File: src/rtl/mips_cpu_pc_sequencer.sv
// Program counter and FETCH/EXEC/LOAD_WB sequencing with one branch delay slot.
module mips_cpu_pc_sequencer #(
  parameter logic [31:0] RESET_VECTOR = 32'hBFC00000,
  parameter logic [31:0] HALT_ADDR    = 32'h00000000
) (
  input  logic        clk,
  input  logic        reset,
  input  logic        waitrequest,
  input  logic        is_load,
  input  logic        is_store,
  input  logic [1:0]  jump_sel,
  input  logic [31:0] rs_value,
  input  logic [25:0] instr_index,
  input  logic [15:0] imm16,
  output logic [31:0] pc,
  output logic [31:0] pc_plus_8,
  output logic        state,
  output logic        stall,
  output logic        instr_fetch,
  output logic        active
);

  localparam int unsigned AW = 32;

  typedef enum logic [1:0] {
    S_FETCH   = 2'd0,
    S_EXEC    = 2'd1,
    S_LOAD_WB = 2'd2,
    S_HALTED  = 2'd3
  } seq_state_e;

  seq_state_e    fsm_q, fsm_d;
  logic [AW-1:0] pc_d;
  logic          pending_q, pending_d;
  logic [AW-1:0] pending_target_q, pending_target_d;
  logic          active_d;
  logic [AW-1:0] pc_plus_4;
  logic [AW-1:0] rel_offset;
  logic [AW-1:0] jump_target;
  logic          retire;
  logic          retire_exec;

  // Jump target candidates, all relative to the EXEC-time pc.
  always_comb begin
    pc_plus_4  = pc + AW'(4);
    rel_offset = {{14{imm16[15]}}, imm16, 2'b00};
    unique case (jump_sel)
      2'b01:   jump_target = rs_value;
      2'b10:   jump_target = {pc_plus_4[31:28], instr_index, 2'b00};
      2'b11:   jump_target = pc_plus_4 + rel_offset;
      default: jump_target = pc_plus_4;
    endcase
  end

  // Next-state sequencing and retire-time pc / delay-slot bookkeeping.
  always_comb begin
    fsm_d            = fsm_q;
    pc_d             = pc;
    pending_d        = pending_q;
    pending_target_d = pending_target_q;
    active_d         = active;
    retire           = 1'b0;
    retire_exec      = 1'b0;

    unique case (fsm_q)
      S_FETCH: begin
        if (!waitrequest) fsm_d = S_EXEC;
      end
      S_EXEC: begin
        if ((is_load || is_store) && waitrequest) begin
          fsm_d = S_EXEC;
        end else if (is_load) begin
          fsm_d = S_LOAD_WB;
        end else begin
          fsm_d       = S_FETCH;
          retire      = 1'b1;
          retire_exec = 1'b1;
        end
      end
      S_LOAD_WB: begin
        if (!waitrequest) begin
          fsm_d  = S_FETCH;
          retire = 1'b1;
        end
      end
      default: fsm_d = S_HALTED;
    endcase

    if (retire) begin
      if (pending_q) begin
        // Delay slot retiring: redirect to the saved target; a slot branch is dropped.
        pending_d = 1'b0;
        pc_d      = pending_target_q;
        if (pending_target_q == HALT_ADDR) begin
          fsm_d    = S_HALTED;
          active_d = 1'b0;
        end
      end else begin
        pc_d = pc_plus_4;
        if (retire_exec && (jump_sel != 2'b00)) begin
          pending_d        = 1'b1;
          pending_target_d = jump_target;
        end
      end
    end
  end

  // State registers with synchronous reset.
  always_ff @(posedge clk) begin
    if (reset) begin
      fsm_q            <= S_FETCH;
      pc               <= RESET_VECTOR;
      pending_q        <= 1'b0;
      pending_target_q <= '0;
      active           <= 1'b1;
    end else begin
      fsm_q            <= fsm_d;
      pc               <= pc_d;
      pending_q        <= pending_d;
      pending_target_q <= pending_target_d;
      active           <= active_d;
    end
  end

  // Status decode from the state register.
  always_comb begin
    pc_plus_8   = pc + AW'(8);
    state       = (fsm_q == S_EXEC) || (fsm_q == S_LOAD_WB);
    stall       = (fsm_q == S_LOAD_WB);
    instr_fetch = (fsm_q == S_FETCH);
  end

endmodule
File: config.mk
export PLATFORM = sky130hd
export DESIGN_NAME = mips_cpu_pc_sequencer
export DESIGN_NICKNAME = d
export VERILOG_FILES = /design/src/rtl/mips_cpu_pc_sequencer.sv
export SDC_FILE = /design/constraint.sdc
export NUM_CORES = 1
export LEC_CHECK = 0
export ABC_CLOCK_PERIOD_IN_PS = 5250
export CAP_MARGIN = 30
export CORE_MARGIN = 3
export CORE_UTILIZATION = 32
export CTS_CLUSTER_DIAMETER = 200
export DETAILED_ROUTE_END_ITERATION = 12
export GPL_TIMING_DRIVEN = 1
export PLACE_DENSITY_LB_ADDON = 0.1
export SYNTH_ARGS = -nofsm -noshare
export SYNTH_HDL_FRONTEND = slang
export SYNTH_SLANG_ARGS = --single-unit
File: constraint.sdc
create_clock -name clk -period 5.25 [get_ports clk]
set_clock_uncertainty 0.2 [all_clocks]
set_input_delay 1.05 -clock clk [delete_from_list [all_inputs] [get_ports clk]]
set_output_delay 1.05 -clock clk [all_outputs]
set_load 0.01 [all_outputs]
# --- Yosys cells after proc, flatten, opt, wreduce, memory -nomap -nowiden ---
# Index checks and enable logic that the tools add are counted.
classes:
  add_sub_neg: 3
  eq_ne: 5
  mux: 17
  n_bitwise: 1
  reduce_logical: 9
ops:
  columns: ["cell", "count"]
  rows:
  - ["$pmux W32 S3", 1]
  - ["$add A32 B3 Y32 const B", 1]
  - ["$add A32 B32 Y32", 1]
  - ["$add A32 B4 Y32 const B", 1]
  - ["$logic_not A32 Y1", 1]
  - ["$mux W32", 1]
  - ["$mux W2", 7]
  - ["$eq A2 B2 Y1 const B", 3]
  - ["$mux W1", 6]
  - ["$pmux W2 S3", 1]
  - ["$reduce_and A3 Y1", 2]
  - ["$eq A2 B1 Y1 const B", 2]
  - ["$logic_and A1 B1 Y1", 2]
  - ["$logic_not A2 Y1", 1]
  - ["$logic_or A1 B1 Y1", 2]
  - ["$pmux W1 S2", 1]
  - ["$reduce_bool A2 Y1", 1]
  - ["$not A1 Y1", 1]
totals:
  ff_bits: 68
  inputBits: 81
  word_cells: 40

# --- Logic depth before layout (Yosys ltp) ---
# Gate-level depths: netlist of run 1.
logic_depth:
  ltp_word: 7
  ltp_mapped: 17

# --- Least setup slack after synthesis of run 1 ---
# Ideal clock, no wire load.
synth_path:
  kind: "reg-to-reg"
  from: "register pc[3]"
  to: "register pending_target_q[29]"
  t_arrival_ns: 3.668
  required_time_ns: 4.920
  setup_slack_ns: 1.252
  path_stages_with_launch: 16
  n_path_buf: 0
  synth_period_minus_slack_ns: 3.998
  path_cell_list: "dfxtp_1 -> ha_1 -> nand3_1 -> nor4_4 -> nand2_2 -> nor2_1 -> xor2_1 -> ha_1 -> a21oi_1 -> o21bai_1 -> a21o_1 -> a21o_1 -> a2111o_1 -> o21ai_0 -> mux2i_1 -> o21ai_0"
synth_between:
  elab_chain_len: 3
synth_rtl:
  columns: ["item", "line_no", "text"]
  rows:
  - ["start, declared", "15", "output logic [31:0] pc,"]
  - ["start signal, assigned", "118", "pc <= pc_d;"]
  - ["$add A32 B3 Y32 *", "45", "pc_plus_4 = pc + AW'(4);"]
  - ["$add A32 B32 Y32", "50", "2'b11: jump_target = pc_plus_4 + rel_offset;"]
  - ["$pmux W32 S3 *", "47", "unique case (jump_sel)"]
  - ["end signal, assigned", "120", "pending_target_q <= pending_target_d;"]
  - ["end, declared", "35", "logic [AW-1:0] pending_target_q, pending_target_d;"]
# Every way passes the cells marked *; elsewhere a longest branch is shown, timed or not.
# A chain may end at the register's enable or synchronous reset.

# --- Final worst setup path of run 1 ---
layout_path:
  from: "register pc[11]"
  to: "output port pc_plus_8[26]"
layout_between:
  elab_chain_len: 1
layout_rtl:
  columns: ["item", "line_no", "text"]
  rows:
  - ["$add A32 B4 Y32", "127", "pc_plus_8 = pc + AW'(8);"]
  - ["end, declared", "16", "output logic [31:0] pc_plus_8,"]
# No other way between the ends.

==> results of run 1 <==
[kinds of logic (layout without fill, tap and decap cells)]
family / Yosys count / count (layout) / share of synthesized area (%)
compound gates: 228 / 228 / 24.25
xor+xnor: 75 / 75 / 10.73
fa+ha+maj: 40 / 40 / 8.294
buf+inv: 79 / 198 / 5.536
flops: 68 / 68 / 22.23
mux: 28 / 28 / 4.678
simple gates: 302 / 302 / 24.29
[area by class of cell]
type / instances / area, sq um / share of cell area [%]
multi-input cells: 673 / 4431 / 54.92
clock inverters: 5 / 75.07 / 0.9305
clock buffers: 11 / 242.7 / 3.009
well taps: 229 / 286.5 / 3.551
inverters: 16 / 60.06 / 0.7444
repair buffers: 166 / 1612 / 19.98
flip-flops and latches: 68 / 1361 / 16.87
[state kept, by name, summed over array words and instances, names as in the netlist]
name and count:
pc 32, pending_target_q 32, pending_q 1, active 1
fsm_q 2
[routing by layer]
| metal | GRT usage, % | vias up | wire [microns] |
|---|---|---|---|
| met3 | 2.149 | 18 | 1264 |
| met1 | 33.29 | 2978 | 11590 |
| met5 | 0 | - | 0 |
| met4 | 5.106 | 0 | 244 |
| met2 | 29.75 | 215 | 9209 |
| li1 | - | 3200 | - |
[power by group]
part           internal (mW)  switching (mW)  total, mW  leakage (nW)
clock network          0.427           0.243      0.670         0.159
logic                  0.212           0.224      0.436          2.48
registers              0.535          0.0314      0.567         0.550
total                   1.17           0.498       1.67          3.19
[cells in the final DEF (no fill, tap or decap), drive strengths merged, types with 5 or more instances in the layout]
master         instances
xor2                  39
nand3b                 5
nor4                  13
inv                   16
mux2                   5
nor3                  24
mux2i                 23
o22ai                  5
nand2                 63
nor2b                  9
a21o                  15
o211ai                 9
clkbuf                11
ha                    39
buf                   19
a31oi                 10
xnor2                 36
o21a                   5
nand2b                10
or2                    7
nor2                 106
nand3                 17
and2                   6
a211oi                 9
a221oi                29
nand4                 17
and3                   8
clkdlybuf4s50        147
dfxtp                 68
o21ai                 42
a21oi                 79
[worst max-delay path, delay by kind of cell, from the launching register on]
kind / cells / cell delay (ns)
simple gates: 5 / 1.57
buf+inv: 2 / 0.64
flops: 1 / 0.61
xor+xnor: 1 / 0.15
[metrics by stage]
| step | hold slack (ns) | std cells | utilization [%] | instance area [sq um] | power (mW) |
|---|---|---|---|---|---|
| after floorplan | 0.2452 | 820 | - | 6125 | 0.8239 |
| after global placement | 0.2378 | 1152 | 42.14 | 7750 | 1.013 |
| after detailed placement | 0.2357 | 1152 | 42.14 | 7750 | 1.011 |
| after CTS | 0.2451 | 1168 | 43.86 | 8068 | 1.675 |
| after global routing | 0.2620 | 1168 | 43.86 | 8068 | 1.741 |
| final | 0.2434 | 1168 | 43.86 | 8068 | 1.672 |
[worst max-delay path by stage]
stage	start	to	slack, ns
floorplan	pc[3]$_SDFFE_PP0P_	pending_target_q[29]$_SDFFE_PP0P_	1.25
global placement	imm16[0]	pending_target_q[30]$_SDFFE_PP0P_	0.73
detailed placement	imm16[0]	pending_target_q[30]$_SDFFE_PP0P_	0.71
CTS	pc[11]$_SDFFE_PP0P_	pc_plus_8[26]	0.64
global route	pc[3]$_SDFFE_PP0P_	pending_target_q[29]$_SDFFE_PP0P_	0.31
finish	pc[11]$_SDFFE_PP0P_	pc_plus_8[26]	0.68
==> impl_metrics.py, run 1 <==
metrics = {
    "synth": {
        "synth_most_common_cell": "nor2_1",
        "yosysSeqAreaShare_pct": 22.23,
        "synth_cell_types": 68,
        "syn-num-nets": 941,
        "synth_seq_cells": 68,
        "syn_area_per_cell_sq_um": 7.469,
        "syn_inst": 820,
        "async_reset_ff_share_pct": 0,
        "synth.top_cells.by_count": "nor2_1 (105), a21oi_1 (77), dfxtp_1 (68)",
        "synth_top_area_share_pct": 22.23,
        "yosysWarnings": 0,
        "yosysTopAreaCell": "dfxtp_1",
        "synth_top_flop_cell": "dfxtp_1",
        "synth_enable_flop_cells": 0,
        "yosys-top-cells-area": "dfxtp_1 (22%), ha_1 (8.0%), nor2_1 (6.4%)",
        "synth_area_sq_um": 6125,
    },
    "grt": {
        "grt_pass1_vias": 5916,
        "track_usage_pct": 20.92,
        "grt_pass1_wl_mm": 33.79,
        "grt_max_degree": 48,
        "overflow": 0,
        "antenna_found_initial": 0,
    },
    "timing": {
        "rsz0062_at_grt": "false",
        "hold_violations": 0,
        "post-route-min-period_ns": 4.568,
        "fmax_ghz": 0.2189,
        "fin_crit_sh_pct": 87.00,
        "finalSetupTns_ns": 0,
        "setup_viol": 0,
        "setup_slack_ns": 0.6825,
        "maxSlewViolCount": 0,
        "maxSlewHeadroom_pct": 35.82,
        "worstMarginPinSlew_ns": 0.9608,
    },
    "floorplanning": {
        "coreArea_sq_um": 18390,
        "rows": 49,
        "start_util_pct": 33.30,
        "die_height_microns": 144.3,
        "ios": 149,
        "die_w_microns": 144.3,
        "dieArea_sq_um": 20840,
    },
    "cts": {
        "cts_tree": "yes",
        "cts.sinks": 68,
        "cts_setup_buffers": 0,
        "clock_tree.buffer_depth": 2,
        "clkLatencyLatePin_ns": 0.34,
        "root_buffer": "clkbuf_16",
        "clkTransAtPathRegs_ns": 0.06,
        "ctsHoldBuffers": 0,
        "post_cts_resized": 0,
        "cts_buffers": 9,
        "htree_levels": 3,
    },
    "worst_hold_path": {
        "whs_path_depth": 2,
        "min_from": "active$_SDFFE_PP1P_",
        "min_path_type": "flop to flop",
        "worstHoldEndpoint": "active$_SDFFE_PP1P_",
    },
    "finish": {
        "antenna_cells": 0,
        "area_growth_syn_to_layout_pct": 31.73,
        "fillers": 1897,
        "drive_gt1_share_pct": 6.603,
        "nNetsFinal": 1055,
    },
    "worst_setup_path": {
        "path_max_fanout": 10,
        "crit_chain": "nand4_1, nor3_1, nand2_1, or2_2, inv_1, and2_1, xor2_1, clkdlybuf4s50_1",
        "arrival_ns": 3.32,
        "r2r_start": "pc[3]$_SDFFE_PP0P_",
        "startpoint_type": "flop",
        "r2r_slack_ns": 0.69,
        "slowest_stage": "dfxtp_1",
        "reg2reg_to": "pending_target_q[29]$_SDFFE_PP0P_",
        "worstSetupPathType": "flop to output pin",
        "cpPeakStageDelay_ns": 0.61,
        "reg2reg_depth": 15,
        "crit_required_ns": 4.00,
        "setup.worst_path.end_class": "output pin",
    },
    "detailed_routing": {
        "ant_nets": 0,
        "num_vias": 6411,
        "postRouteWirelength_mm": 22.31,
        "drt_iter0_drc": 557,
        "wl_per_cell_microns": 19.10,
        "dr.pass1.iters": 5,
        "avgViaCountPerCell": 5.489,
        "drc_errors": 0,
    },
    "run": {
        "drv_cap": 0,
    },
    "power_and_ir_drop": {
        "irDropWorstVdd_uv": 141.4,
        "leakagePower_nw": 3.190,
        "p_per_area_nw_per_um2": 207.3,
    },
    "place": {
        "pre_cts_ws_ns": 0.7128,
        "dp_hpwl_mm": 17.18,
        "gp_congestion": 0.8931,
        "io_buffers": 148,
    },
    "status": {
        "status": "finished, final reports clean",
    },
}
Note: power is estimated with default switching activity, not from simulation.
==> run 2, diff against run 1 <==
- CORE_MARGIN: 3 -> 2
- MAX_ROUTING_LAYER: default -> met4
- SKIP_CTS_REPAIR_TIMING: default -> 1
==> run 2 against run 1 <==
  * Die area is 2.8% lower
  * Final cell count is 0.51% higher
  * Power hardly changed
  * Design area is 0.17% higher
  * Utilization is 0.80 points lower
  * Maximum frequency is 5.6% lower
  * Critical path depth is 7 higher
  * Global-route usage is 2.0 points higher
==> impl_metrics.py, run 2 (synthesized netlist as in run 1, its figures left out) <==
metrics = {
    "status": {
        "status": "finished, final reports clean",
    },
    "worst_hold_path": {
        "worstHoldEndpoint": "active$_SDFFE_PP1P_",
        "whs_path_depth": 2,
        "min_path_type": "flop to flop",
        "min_from": "active$_SDFFE_PP1P_",
    },
    "detailed_routing": {
        "wl_per_cell_microns": 19.38,
        "drt_iter0_drc": 440,
        "wl_met2_mm": 9.713,
        "drc_errors": 0,
        "num_vias": 6446,
        "avgViaCountPerCell": 5.491,
        "dr.pass1.iters": 5,
        "ant_nets": 0,
        "met1_length_mm": 11.61,
        "postRouteWirelength_mm": 22.75,
        "top_layer": "met4",
        "dr_wl_met3_mm": 1.258,
    },
    "timing": {
        "maxSlewHeadroom_pct": 51.42,
        "hold_violations": 0,
        "fmax_ghz": 0.2067,
        "post-route-min-period_ns": 4.838,
        "maxSlewViolCount": 0,
        "finalSetupTns_ns": 0,
        "worstMarginPinSlew_ns": 0.7287,
        "rsz0062_at_grt": "false",
        "fin_crit_sh_pct": 92.15,
        "setup_viol": 0,
    },
    "floorplanning": {
        "ios": 149,
        "start_util_pct": 32.63,
        "die_height_microns": 142.3,
        "coreArea_sq_um": 18770,
        "die_w_microns": 142.3,
        "dieArea_sq_um": 20260,
        "rows": 50,
    },
    "place": {
        "dp.cells": 1158,
        "placed_area_sq_um": 7764,
        "dp_hpwl_mm": 17.44,
        "gp_congestion": 0.9227,
        "io_buffers": 148,
    },
    "power_and_ir_drop": {
        "seq_power_share_pct": 34.0,
        "combPwrFrac_pct": 26.3,
        "power_frac_clock_pct": 39.8,
        "p_per_area_nw_per_um2": 206.9,
        "internal_power_mw": 1.175,
        "p_sw_uw": 496.4,
        "leakagePower_nw": 3.194,
        "irDropWorstVdd_uv": 147.8,
        "p_total_mw": 1.672,
        "swShare_pct": 29.70,
    },
    "finish": {
        "drive_gt1_share_pct": 6.702,
        "fillers": 1942,
        "layoutNonFillerInstCount": 1174,
        "top_regs": "pc (32), pending_target_q (32), fsm_q (2)",
        "antenna_cells": 0,
        "final_cell_mix": "clkdlybuf4s50_1 (147), nor2_1 (105), a21oi_1 (77), dfxtp_1 (68), nand2_1 (62)",
        "mostFrequentLayoutCell": "clkdlybuf4s50_1",
        "nNetsFinal": 1056,
        "area_growth_syn_to_layout_pct": 31.95,
        "fin_area_sq_um": 8082,
    },
    "grt": {
        "track_usage_pct": 22.97,
        "grt_pass1_vias": 5903,
        "antenna_found_initial": 0,
        "overflow": 0,
        "grt_max_degree": 48,
        "grt_pass1_wl_mm": 34.53,
    },
    "cts": {
        "cts_buffers": 9,
        "cts.sinks": 68,
        "cts_tree": "yes",
        "clkTransAtPathRegs_ns": 0.06,
        "clock_tree.buffer_depth": 2,
        "clkLatencyLatePin_ns": 0.35,
        "root_buffer": "clkbuf_16",
        "htree_levels": 3,
    },
    "worst_setup_path": {
        "reg2reg_to": "pending_target_q[29]$_SDFFE_PP0P_",
        "worstSetupPathType": "flop to flop",
        "arrival_ns": 4.85,
        "path_max_fanout": 12,
        "crit_required_ns": 5.26,
        "crit_chain": "ha_1, nand3_1, nor4_4, nand2_2, nor2_1, xor2_1, ha_1, a21oi_1, o21bai_1, a21o_1, a21o_1, a2111o_1, o21ai_0, mux2i_1, o21ai_0",
        "reg2reg_depth": 15,
        "r2r_slack_ns": 0.41,
        "slowest_stage": "dfxtp_1",
        "crit_start": "pc[2]$_SDFFE_PP0P_",
        "cpPeakStageDelay_ns": 0.60,
        "setup.worst_path.end_class": "flop",
        "r2r_start": "pc[2]$_SDFFE_PP0P_",
        "startpoint_type": "flop",
    },
    "run": {
        "drv_cap": 0,
    },
}
==> run 2: changes by cell type in the layout (fill, tap and decap cells not counted), sizes merged <==
cell,previous run,this run
buf,19,20
==> run 2: power groups by stage <==
stage          Combinational [mW]  Clock [mW]  Sequential (mW)
3_3_place_gp                0.439           0            0.579
4_1_cts                     0.438       0.672            0.567
6_report                    0.439       0.665            0.568
5_1_grt                     0.480       0.695            0.571
2_1_floorplan               0.259           0            0.565
3_5_place_dp                0.436           0            0.578
==> run 2: worst max-delay path by stage <==
stage	end	cells past startpoint
2_1_floorplan	pending_target_q[29]$_SDFFE_PP0P_	15
4_1_cts	pending_target_q[29]$_SDFFE_PP0P_	15
3_3_place_gp	pending_target_q[29]$_SDFFE_PP0P_	15
6_report	pending_target_q[29]$_SDFFE_PP0P_	15
3_5_place_dp	pending_target_q[29]$_SDFFE_PP0P_	15
5_1_grt	pending_target_q[29]$_SDFFE_PP0P_	15
==> run 2: critical path, delay by kind of cell, from the launching register on <==
kind / cells / cell delay [ns]
AOI/OAI and AO/OA: 7 / 1.50
and+or+nand+nor: 4 / 1.24
adders and majority gates: 2 / 0.66
DFF: 1 / 0.60
xor gates and xnor gates: 1 / 0.26
muxes: 1 / 0.22
==> run 2: layer usage <==
layer,up-vias,global-route usage [%]
met5,-,-
met1,3005,35.08
met2,220,32.88
li1,3212,-
met3,9,2.153
met4,0,4.221
==> run 2: layout make-up <==
| class | count | area [sq um] | area share (%) |
|---|---|---|---|
| multi-input cells | 673 | 4431 | 54.82 |
| repair buffers | 167 | 1619 | 20.03 |
| flip-flops and latches | 68 | 1361 | 16.84 |
| well taps | 234 | 292.8 | 3.623 |
| clock buffers | 11 | 242.7 | 3.004 |
| clock inverters | 5 | 75.07 | 0.9289 |
| inverters | 16 | 60.06 | 0.7431 |
==> run 2: per-stage QoR <==
stage / util, % / hold slack, ns / setup WS, ns
final: 43.06 / 0.2486 / 0.4123
after global routing: 43.06 / 0.2696 / 0.05883
after CTS: 43.06 / 0.2610 / 0.4717
after detailed placement: 41.37 / 0.2523 / 0.5094
after global placement: 41.37 / 0.2488 / 0.6640
after floorplan: - / 0.2452 / 1.252
==> run 3, diff against run 2 <==
- GPL_ROUTABILITY_DRIVEN: default -> 0
==> run 3 against run 2 <==
  * Design area about the same
  * Combinational power barely moved
  * Sequential power hardly changed
  * Hold slack better by 0.012 ns
  * Utilization about the same
  * Die area stayed put
==> impl_metrics.py, run 3 (synthesized netlist as in run 1, its figures left out) <==
metrics = {
    "timing": {
        "worstMarginPinSlew_ns": 1.024,
        "hold_slack_ns": 0.2608,
        "hold_violations": 0,
        "setup_viol": 0,
        "maxSlewHeadroom_pct": 31.74,
        "finalSetupTns_ns": 0,
        "rsz0062_at_grt": "false",
        "fmax_ghz": 0.2088,
        "post-route-min-period_ns": 4.788,
        "maxSlewViolCount": 0,
        "fin_crit_sh_pct": 91.20,
    },
    "finish": {
        "fin_util_pct": 43.09,
        "drive_gt1_share_pct": 6.702,
        "final_cell_mix": "clkdlybuf4s50_1 (147), nor2_1 (105), a21oi_1 (77), dfxtp_1 (68), nand2_1 (62)",
        "top_regs": "pc (32), pending_target_q (32), fsm_q (2)",
        "area_growth_syn_to_layout_pct": 32.05,
        "mostFrequentLayoutCell": "clkdlybuf4s50_1",
        "nNetsFinal": 1056,
        "fillers": 1940,
        "antenna_cells": 0,
    },
    "floorplanning": {
        "die_height_microns": 142.3,
        "die_w_microns": 142.3,
        "ios": 149,
        "coreArea_sq_um": 18770,
        "rows": 50,
        "start_util_pct": 32.63,
        "dieArea_sq_um": 20260,
    },
    "detailed_routing": {
        "drc_errors": 0,
        "dr.pass1.iters": 5,
        "met1_length_mm": 11.51,
        "wl_met2_mm": 9.565,
        "num_vias": 6445,
        "dr_wl_met3_mm": 1.232,
        "avgViaCountPerCell": 5.490,
        "postRouteWirelength_mm": 22.48,
        "wl_per_cell_microns": 19.15,
        "top_layer": "met4",
        "ant_nets": 0,
        "drt_iter0_drc": 575,
    },
    "worst_setup_path": {
        "startpoint_type": "flop",
        "reg2reg_depth": 15,
        "r2r_start": "pc[2]$_SDFFE_PP0P_",
        "arrival_ns": 4.79,
        "path_max_fanout": 12,
        "crit_required_ns": 5.25,
        "worstSetupPathType": "flop to flop",
        "reg2reg_to": "pending_target_q[29]$_SDFFE_PP0P_",
        "setup.worst_path.end_class": "flop",
        "r2r_slack_ns": 0.46,
    },
    "worst_hold_path": {
        "min_from": "active$_SDFFE_PP1P_",
        "min_path_type": "flop to flop",
        "whs_path_depth": 2,
        "worstHoldEndpoint": "active$_SDFFE_PP1P_",
    },
    "cts": {
        "htree_levels": 3,
        "cts_buffers": 9,
        "clock_tree.buffer_depth": 2,
        "clkLatencyLatePin_ns": 0.34,
        "root_buffer": "clkbuf_16",
        "cts.sinks": 68,
        "cts_tree": "yes",
        "clkTransAtPathRegs_ns": 0.06,
    },
    "power_and_ir_drop": {
        "combPwrFrac_pct": 27.0,
        "p_per_area_nw_per_um2": 202.0,
        "internal_power_mw": 1.141,
        "power_frac_clock_pct": 38.2,
        "p_sw_uw": 492.1,
        "swShare_pct": 30.13,
        "p_total_mw": 1.633,
        "seq_power_share_pct": 34.8,
        "irDropWorstVdd_uv": 134.3,
        "leakagePower_nw": 3.191,
    },
    "place": {
        "io_buffers": 148,
        "dp_hpwl_mm": 17.41,
    },
    "grt": {
        "grt_pass1_vias": 5954,
        "overflow": 0,
        "grt_pass1_wl_mm": 34.64,
        "antenna_found_initial": 0,
        "track_usage_pct": 22.83,
        "grt_max_degree": 49,
    },
    "status": {
        "status": "finished, final reports clean",
    },
    "run": {
        "drv_cap": 0,
    },
}
run 3: cell types whose count changed in the layout (fill, tap and decap cells not counted):
cell and change:
buf_16 +1, clkinv_2 -1, bufinv_16 -1, clkbuf_8 +1, buf_4 -1, clkinvlp_4 +1
run 3: area by class of cell:
class | instances | area [sq um] | area share, %
Tap cell | 234 | 292.8 | 3.620
Multi-Input combinational cell | 673 | 4431 | 54.78
Inverter | 16 | 60.06 | 0.7426
Timing Repair Buffer | 167 | 1639 | 20.27
Clock inverter | 4 | 47.55 | 0.5879
Sequential cell | 68 | 1361 | 16.83
Clock buffer | 12 | 256.5 | 3.171
run 3: worst max path at each step:
stage                       start                           endpoint  slack [ns]  depth (start not counted)
2_1_floorplan  pc[3]$_SDFFE_PP0P_  pending_target_q[29]$_SDFFE_PP0P_        1.25                         15
3_3_place_gp   pc[2]$_SDFFE_PP0P_  pending_target_q[29]$_SDFFE_PP0P_        0.64                         15
3_5_place_dp   pc[2]$_SDFFE_PP0P_  pending_target_q[29]$_SDFFE_PP0P_        0.52                         15
4_1_cts        pc[2]$_SDFFE_PP0P_  pending_target_q[29]$_SDFFE_PP0P_        0.50                         15
5_1_grt        pc[2]$_SDFFE_PP0P_  pending_target_q[29]$_SDFFE_PP0P_        0.15                         15
6_report       pc[2]$_SDFFE_PP0P_  pending_target_q[29]$_SDFFE_PP0P_        0.46                         15
run 3: worst max-delay path, cell delays in order, from the launching register on:
cell and delay [ns]:
dfxtp_1 0.62, ha_1 0.31, nand3_1 0.23, nor4_4 0.50, nand2_2 0.23, nor2_1 0.24, xor2_1 0.23, ha_1 0.33
a21oi_1 0.38, o21bai_1 0.12, a21o_1 0.21, a21o_1 0.18, a2111o_1 0.38, o21ai_0 0.19, mux2i_1 0.20, o21ai_0 0.09
run 3: stage by stage:
stage / instances / instance area, sq um / worst slack, ns
after floorplan: 820 / 6125 / 1.252
after global placement: 1157 / 7756 / 0.6403
after detailed placement: 1158 / 7784 / 0.5226
after CTS: 1174 / 8088 / 0.5001
after global routing: 1174 / 8088 / 0.1487
final: 1174 / 8088 / 0.4618
run 3: per-layer routing:
layer | global-route usage [%] | up-vias
met2 | 33.38 | 230
met5 | - | -
met3 | 1.110 | 12
met4 | 4.794 | 0
met1 | 34.68 | 2991
li1 | - | 3212
run 3: power by group through the flow:
stage / registers, mW / logic [mW] / clock network [mW]
floorplan: 0.565 / 0.259 / 0
global placement: 0.581 / 0.436 / 0
detailed placement: 0.579 / 0.436 / 0
CTS: 0.568 / 0.439 / 0.632
global route: 0.572 / 0.482 / 0.651
finish: 0.568 / 0.441 / 0.625
